<file path="config.mk">
export PLATFORM = sky130hd
export DESIGN_NAME = rails_sequencer
export DESIGN_NICKNAME = d
export VERILOG_FILES = /design/src/rtl/rails_sequencer.sv
export SDC_FILE = /design/constraint.sdc
export NUM_CORES = 1
export LEC_CHECK = 0
export BUFFER_PORTS_ARGS = -buffer_cell sky130_fd_sc_hd__buf_2
export CAP_MARGIN = 0
export CORE_ASPECT_RATIO = 0.9
export CORE_UTILIZATION = 38
export DETAILED_ROUTE_END_ITERATION = 10
export MAX_ROUTING_LAYER = met4
export PLACE_DENSITY = 0.52
export SLEW_MARGIN = 30
export SYNTH_ARGS = -nofsm -noshare
export SYNTH_HDL_FRONTEND = slang
export SYNTH_SLANG_ARGS = --single-unit
</file>
<file path="constraint.sdc">
create_clock -name clk -period 5.67 [get_ports clk]
set_clock_uncertainty 0.15 [all_clocks]
set_input_delay 0.8505 -clock clk [delete_from_list [all_inputs] [get_ports clk]]
set_output_delay 0.8505 -clock clk [all_outputs]
set_load 0.005 [all_outputs]
</file>
<file path="src/rtl/rails_sequencer.sv">
// -----------------------------------------------------------------------------
// rails_sequencer
//
// Sequences the SMU analog supply enables up and down in a fixed order with a
// programmable per-stage delay, and hard-kills every rail on a fault request.
//
// Power-up order : OE (rails_oe_n low), LP15V, LP30V, LP60V
// Power-down     : reverse order, one item per stage
// Kill           : all rails off and OE released on the same edge, fault latched
//
// Parameters
//   DELAY  cycles per stage (1..65535), 12000 = 1 ms at 12 MHz
//   CNT_W  stage counter width, 2**CNT_W must exceed DELAY
//
// Ports
//   clk         in   system clock (XTALCLK domain)
//   rst         in   asynchronous active-high reset
//   en          in   level request, 1 = rails on, 0 = rails off
//   max_rail    in   highest rail to enable (0 = OE only .. 3 = all rails)
//   kill        in   immediate shutdown request, highest priority
//   fault_clr   in   single-cycle pulse, clears the latched fault
//   rails_oe_n  out  rail driver output enable, active low
//   rail_lp15v  out  LP15V enable
//   rail_lp30v  out  LP30V enable
//   rail_lp60v  out  LP60V enable
//   ready       out  requested rails all up
//   busy        out  sequencing in progress (up or down)
//   fault       out  fault latched
//   state       out  current state code (OFF=0 .. FAULT=7)
// -----------------------------------------------------------------------------
module rails_sequencer #(
    parameter int DELAY = 12000,
    parameter int CNT_W = 16
) (
    input  logic       clk,
    input  logic       rst,
    input  logic       en,
    input  logic [1:0] max_rail,
    input  logic       kill,
    input  logic       fault_clr,
    output logic       rails_oe_n,
    output logic       rail_lp15v,
    output logic       rail_lp30v,
    output logic       rail_lp60v,
    output logic       ready,
    output logic       busy,
    output logic       fault,
    output logic [2:0] state
);

    typedef enum logic [2:0] {
        ST_OFF   = 3'd0,
        ST_OE    = 3'd1,
        ST_U15   = 3'd2,
        ST_U30   = 3'd3,
        ST_U60   = 3'd4,
        ST_ON    = 3'd5,
        ST_DOWN  = 3'd6,
        ST_FAULT = 3'd7
    } state_t;

    // The counter is loaded with DELAY-1 on stage entry and the stage ends on
    // the edge where it reads zero, giving exactly DELAY cycles per stage.
    localparam logic [CNT_W-1:0] CNT_RELOAD = CNT_W'(DELAY - 1);
    localparam logic [CNT_W-1:0] CNT_ONE    = CNT_W'(1);

    state_t           state_q;
    logic [CNT_W-1:0] cnt_q;
    logic [1:0]       max_q;       // max_rail latched at power-up
    logic             oe_n_q;
    // Rails kept as a thermometer code {lp60, lp30, lp15}: powering up shifts a
    // one in from the bottom, powering down shifts right. This makes the
    // "lp60 implies lp30 implies lp15" ordering hold by construction.
    logic [2:0]       rails_q;
    logic             ready_q;
    logic             busy_q;
    logic             fault_q;

    logic             cnt_zero;
    logic             next_rail_ok;
    state_t           next_up_state;

    assign cnt_zero = (cnt_q == '0);

    // Whether the rail following the current up-stage is requested, and the
    // state that turning it on leads to.
    always_comb begin
        next_rail_ok  = 1'b0;
        next_up_state = ST_ON;
        case (state_q)
            ST_OE: begin
                next_rail_ok  = (max_q != 2'd0);
                next_up_state = ST_U15;
            end
            ST_U15: begin
                next_rail_ok  = max_q[1];
                next_up_state = ST_U30;
            end
            ST_U30: begin
                next_rail_ok  = (max_q == 2'd3);
                next_up_state = ST_U60;
            end
            default: begin
                next_rail_ok  = 1'b0;
                next_up_state = ST_ON;
            end
        endcase
    end

    always_ff @(posedge clk or posedge rst) begin
        if (rst) begin
            state_q <= ST_OFF;
            cnt_q   <= '0;
            max_q   <= 2'd0;
            oe_n_q  <= 1'b1;
            rails_q <= 3'b000;
            ready_q <= 1'b0;
            busy_q  <= 1'b0;
            fault_q <= 1'b0;
        end else if (kill) begin
            // Hard kill wins over every other request and over timer expiry.
            state_q <= ST_FAULT;
            cnt_q   <= '0;
            oe_n_q  <= 1'b1;
            rails_q <= 3'b000;
            ready_q <= 1'b0;
            busy_q  <= 1'b0;
            fault_q <= 1'b1;
        end else begin
            case (state_q)
                ST_OFF: begin
                    if (en && !fault_q) begin
                        max_q   <= max_rail;
                        oe_n_q  <= 1'b0;
                        busy_q  <= 1'b1;
                        cnt_q   <= CNT_RELOAD;
                        state_q <= ST_OE;
                    end
                end

                ST_OE, ST_U15, ST_U30, ST_U60, ST_ON: begin
                    if (!en) begin
                        // Start powering down: drop the highest item that is
                        // on. Any pending up-stage time is discarded.
                        ready_q <= 1'b0;
                        if (rails_q == 3'b000) begin
                            oe_n_q  <= 1'b1;
                            busy_q  <= 1'b0;
                            state_q <= ST_OFF;
                        end else begin
                            rails_q <= rails_q >> 1;
                            busy_q  <= 1'b1;
                            cnt_q   <= CNT_RELOAD;
                            state_q <= ST_DOWN;
                        end
                    end else if (state_q != ST_ON) begin
                        if (cnt_zero) begin
                            if (next_rail_ok) begin
                                rails_q <= {rails_q[1:0], 1'b1};
                                cnt_q   <= CNT_RELOAD;
                                state_q <= next_up_state;
                            end else begin
                                // Remaining stages are above the latched
                                // maximum and are skipped outright.
                                ready_q <= 1'b1;
                                busy_q  <= 1'b0;
                                state_q <= ST_ON;
                            end
                        end else begin
                            cnt_q <= cnt_q - CNT_ONE;
                        end
                    end
                end

                ST_DOWN: begin
                    // en is ignored here; power-up only restarts from OFF.
                    if (cnt_zero) begin
                        if (rails_q == 3'b000) begin
                            oe_n_q  <= 1'b1;
                            busy_q  <= 1'b0;
                            state_q <= ST_OFF;
                        end else begin
                            rails_q <= rails_q >> 1;
                            cnt_q   <= CNT_RELOAD;
                        end
                    end else begin
                        cnt_q <= cnt_q - CNT_ONE;
                    end
                end

                ST_FAULT: begin
                    // Clearing needs the request dropped as well, so rails do
                    // not spring back up the cycle after the fault clears.
                    if (fault_clr && !en) begin
                        fault_q <= 1'b0;
                        state_q <= ST_OFF;
                    end
                end

                default: begin
                    state_q <= ST_OFF;
                end
            endcase
        end
    end

    assign rails_oe_n = oe_n_q;
    assign rail_lp15v = rails_q[0];
    assign rail_lp30v = rails_q[1];
    assign rail_lp60v = rails_q[2];
    assign ready      = ready_q;
    assign busy       = busy_q;
    assign fault      = fault_q;
    assign state      = state_q;

endmodule

</file>
==> metrics.md <==
| Metric | Value |
|---|---|
| Delay-heaviest family, CP | compound AO/OA/AOI/OAI gates |
| Tightest Pin Transition | 0.935 ns |
| Post-Layout Cell Count | 342 |
| Worst skew pair latency | 0.28 ns |
| DIE HEIGHT | 74.1 um |
| Clock Sink Count | 28 |
| Largest net degree at the start of global routing | 29 |
| Power per cell area | 608 nW/um^2 |
| Hold Fails Final Rpt | 0 |
| Row count | 25 |
| Arr. time, crit path | 3.10 ns |
| CP Cell Sequence | or3_1 -> nand3_1 -> nor3_1 -> a21oi_1 -> o41ai_2 -> a221o_1 |
| Hold WC Path Type | register to register |
| Gate Count Post-Synth | 270 |
| Chip width | 82.1 um |
| Max-cap violations | 0 |
| Dpl cells | 338 |
| DIE AREA | 6080 um^2 |
| Worst setup SP type | register |
| Sw Share | 0.525 |
| Area Overhead vs Synth | 6.34% |
| GR peak layer | met1 |
| Layout cells sized above 1 | 0.145 |
| Yosys reg bits | 28 |
| Final Cycle Share | 0.543 |
| Total chip power | 1.42 mW |
| Total track usage | 0.234 |
| TritonRoute pass-1 iters | 5 |
| Setup violations, final | 0 |
| Clock power frac | 0.081 |
| PortBufs | 16 |
| Final core utilization | 0.431 |
| WL/cell | 18.5 um |
| Status | finished, final reports clean |
| Final Max Tran Viols | 0 |
| Sequential-to-total area share from yosys stat | 0.320 |
| Routability cong. | 0.910 |
| Max IR drop VDD | 0.193 mV |
| Grt met3 use | 0.0417 |
| Dpl hpwl | 4480 um |
| Crit path buffers/inverters | 0 |
| LEAKAGE | 0.978 nW |
| Vias in the first global route | 1,917 |
| Hold-fix buffers at CTS | 0 |
| Residual DRC | 0 |
| Ant diodes | 0 |
| Internal | 0.673 mW |
| Seq pwr share | 0.277 |
| Grt total ovfl | 0 |
| Crit-path slowest cell | a21oi_1 |
| CTS tree | done |
| Worst-path fanout max | 20 |
| Total CTS buffers | 3 |
| Antenna violations before repair | 0 |
| Number of warnings issued by yosys | 0 |
| Met1 Usage GRT | 0.343 |
| EDFF count, synth | 0 |
| CP Capture Type | register |
| Top_reg_cell synth | dfrtp_1 |
| Netlist cell types | 65 |
| CP Class | register to register |
| Setup_tns | 0 ns |
| Synthesized area | 2190 um^2 |
| Fmax | 325 MHz |
| DRT Wirelength | 6320 um |
| Drt via density | 6.39 |
| Fin crit period | 3.08 ns |
| Nets | 285 |
| Switching Power | 0.743 mW |
| RSZ-0062 raised after global routing | no |
| Synthesized net count | 279 |
| Combinational power share | 0.642 |
| Commonest cells after routing, fill and taps aside | nand2_1, dfrtp_1, o21ai_0 |
| Initial core utilization | 0.405 |
| DRT antenna net count | 0 |
| Ports | 17 |
| Slowest cell delay on critical path | 0.67 ns |
| Vias | 2,187 |
| Critical path required time | 5.69 ns |
| CTS max path bufs | 2 |
| Synth async-reset ratio | 1.00 |
| Slew margin rel. | 0.372 |
| CTS resizes | 0 |
| Setup Buffers After CTS | 0 |
| Clk slew on worst S/H paths | 0.10 ns |
| Mapped Avg Cell Area | 8.12 um^2 |
| Core Region | 5410 um^2 |
| First-pass GRT wire length | 10,400 um |
| Drt first-iter violations | 236 |
| CTS H-Tree Depth | 1 |
| Clock Root Buffer | clkbuf_8 |
| Routing usage on met2 | 0.330 |
[synth_stat cells (all sizes together) (2+ instances only)]
| master | number | area share |
|---|---|---|
| inv | 9 | 0.015 |
| a2bb2oi | 3 | 0.012 |
| clkbuf | 12 | 0.021 |
| nand3 | 8 | 0.018 |
| o221ai | 2 | 0.0080 |
| and3 | 7 | 0.020 |
| buf | 4 | 0.017 |
| dfrtp | 27 | 0.31 |
| or4 | 2 | 0.0068 |
| a31oi | 6 | 0.017 |
| mux2 | 3 | 0.015 |
| and2 | 2 | 0.0057 |
| o311ai | 3 | 0.012 |
| o41ai | 2 | 0.011 |
| a311oi | 5 | 0.020 |
| ha | 2 | 0.011 |
| o31a | 2 | 0.0086 |
| nand2 | 27 | 0.046 |
| a21o | 3 | 0.011 |
| a21oi | 16 | 0.037 |
| nor3b | 2 | 0.0068 |
| nor4 | 2 | 0.0057 |
| o22ai | 4 | 0.011 |
| or2 | 4 | 0.011 |
| a221o | 3 | 0.014 |
| nor2 | 21 | 0.039 |
| o21ai | 26 | 0.064 |
| a211oi | 4 | 0.014 |
| nand2b | 2 | 0.0057 |
| o211ai | 5 | 0.017 |
| o31ai | 3 | 0.010 |
| or3 | 7 | 0.023 |
| o32ai | 2 | 0.0080 |
| nor3 | 15 | 0.034 |
| a211o | 4 | 0.016 |
| a41oi | 3 | 0.012 |
[state kept, by name (all words and copies together) (netlist names)]
name,flops
cnt_q,16
rails_q,3
state,3
max_q,2
busy,1
fault,1
rails_oe_n,1
ready,1
[power groups by stage]
| stage | logic, mW | clock network, mW | registers (mW) |
|---|---|---|---|
| 2_1_floorplan | 0.744 | 0 | 0.331 |
| 3_3_place_gp | 0.909 | 0 | 0.393 |
| 3_5_place_dp | 0.892 | 0 | 0.393 |
| 4_1_cts | 0.898 | 0.121 | 0.389 |
| 5_1_grt | 0.997 | 0.130 | 0.408 |
| 6_report | 0.909 | 0.115 | 0.393 |
[path summary, 6_finish.rpt]
check                          from          to  slack [ns]  cells after the start
max                        state[0]   cnt_q[15]        2.59                      6
min                            busy        busy        0.39                      2
max reg2reg                state[0]   cnt_q[15]        2.59                      6
min reg2reg                    busy        busy        0.39                      2
max in group asynchronous       rst  rails_oe_n        4.59                      3
min in group asynchronous       rst    state[0]        0.47                      3
[layout make-up]
class	count	area, um^2
sequential	28	702
multi-input combinational	217	1380
clock buffer	4	45.0
tap	67	83.8
inverter	9	33.8
fill	577	3080
timing repair buffer	17	87.6
[tightest hold or removal path: stages, from the launching register on]
cell and delay (ns):
dfrtp_1 0.38, o21ai_0 0.07, a21oi_1 0.06
[layer usage]
layer	wire length [um]	share of wire	up-vias
li1	-	-	1055
met1	3180	0.50	1040
met2	2680	0.42	86
met3	402	0.064	6
met4	57	0.0090	0
met5	0	0	-
[logic make-up (layout without fill, tap and decap cells)]
kind of cell	count (synthesis)	after routing	synth area share
AND/OR/NAND/NOR	107	107	0.258
AO/OA/AOI/OAI	104	104	0.337
flip-flops	28	28	0.320
buffers and inverters	25	30	0.0531
multiplexers	4	4	0.0200
adder cells (fa/ha/maj)	2	2	0.0114
[through the flow]
step	setup slack [ns]	hold WS (ns)	cell area, um^2
after floorplan	3.05	0.347	2190
after CTS	2.63	0.393	2330
after global placement	2.41	0.367	2280
after detailed placement	2.39	0.379	2290
final	2.59	0.392	2330
after global routing	2.37	0.434	2330
Power figures use the tool's default switching activity.
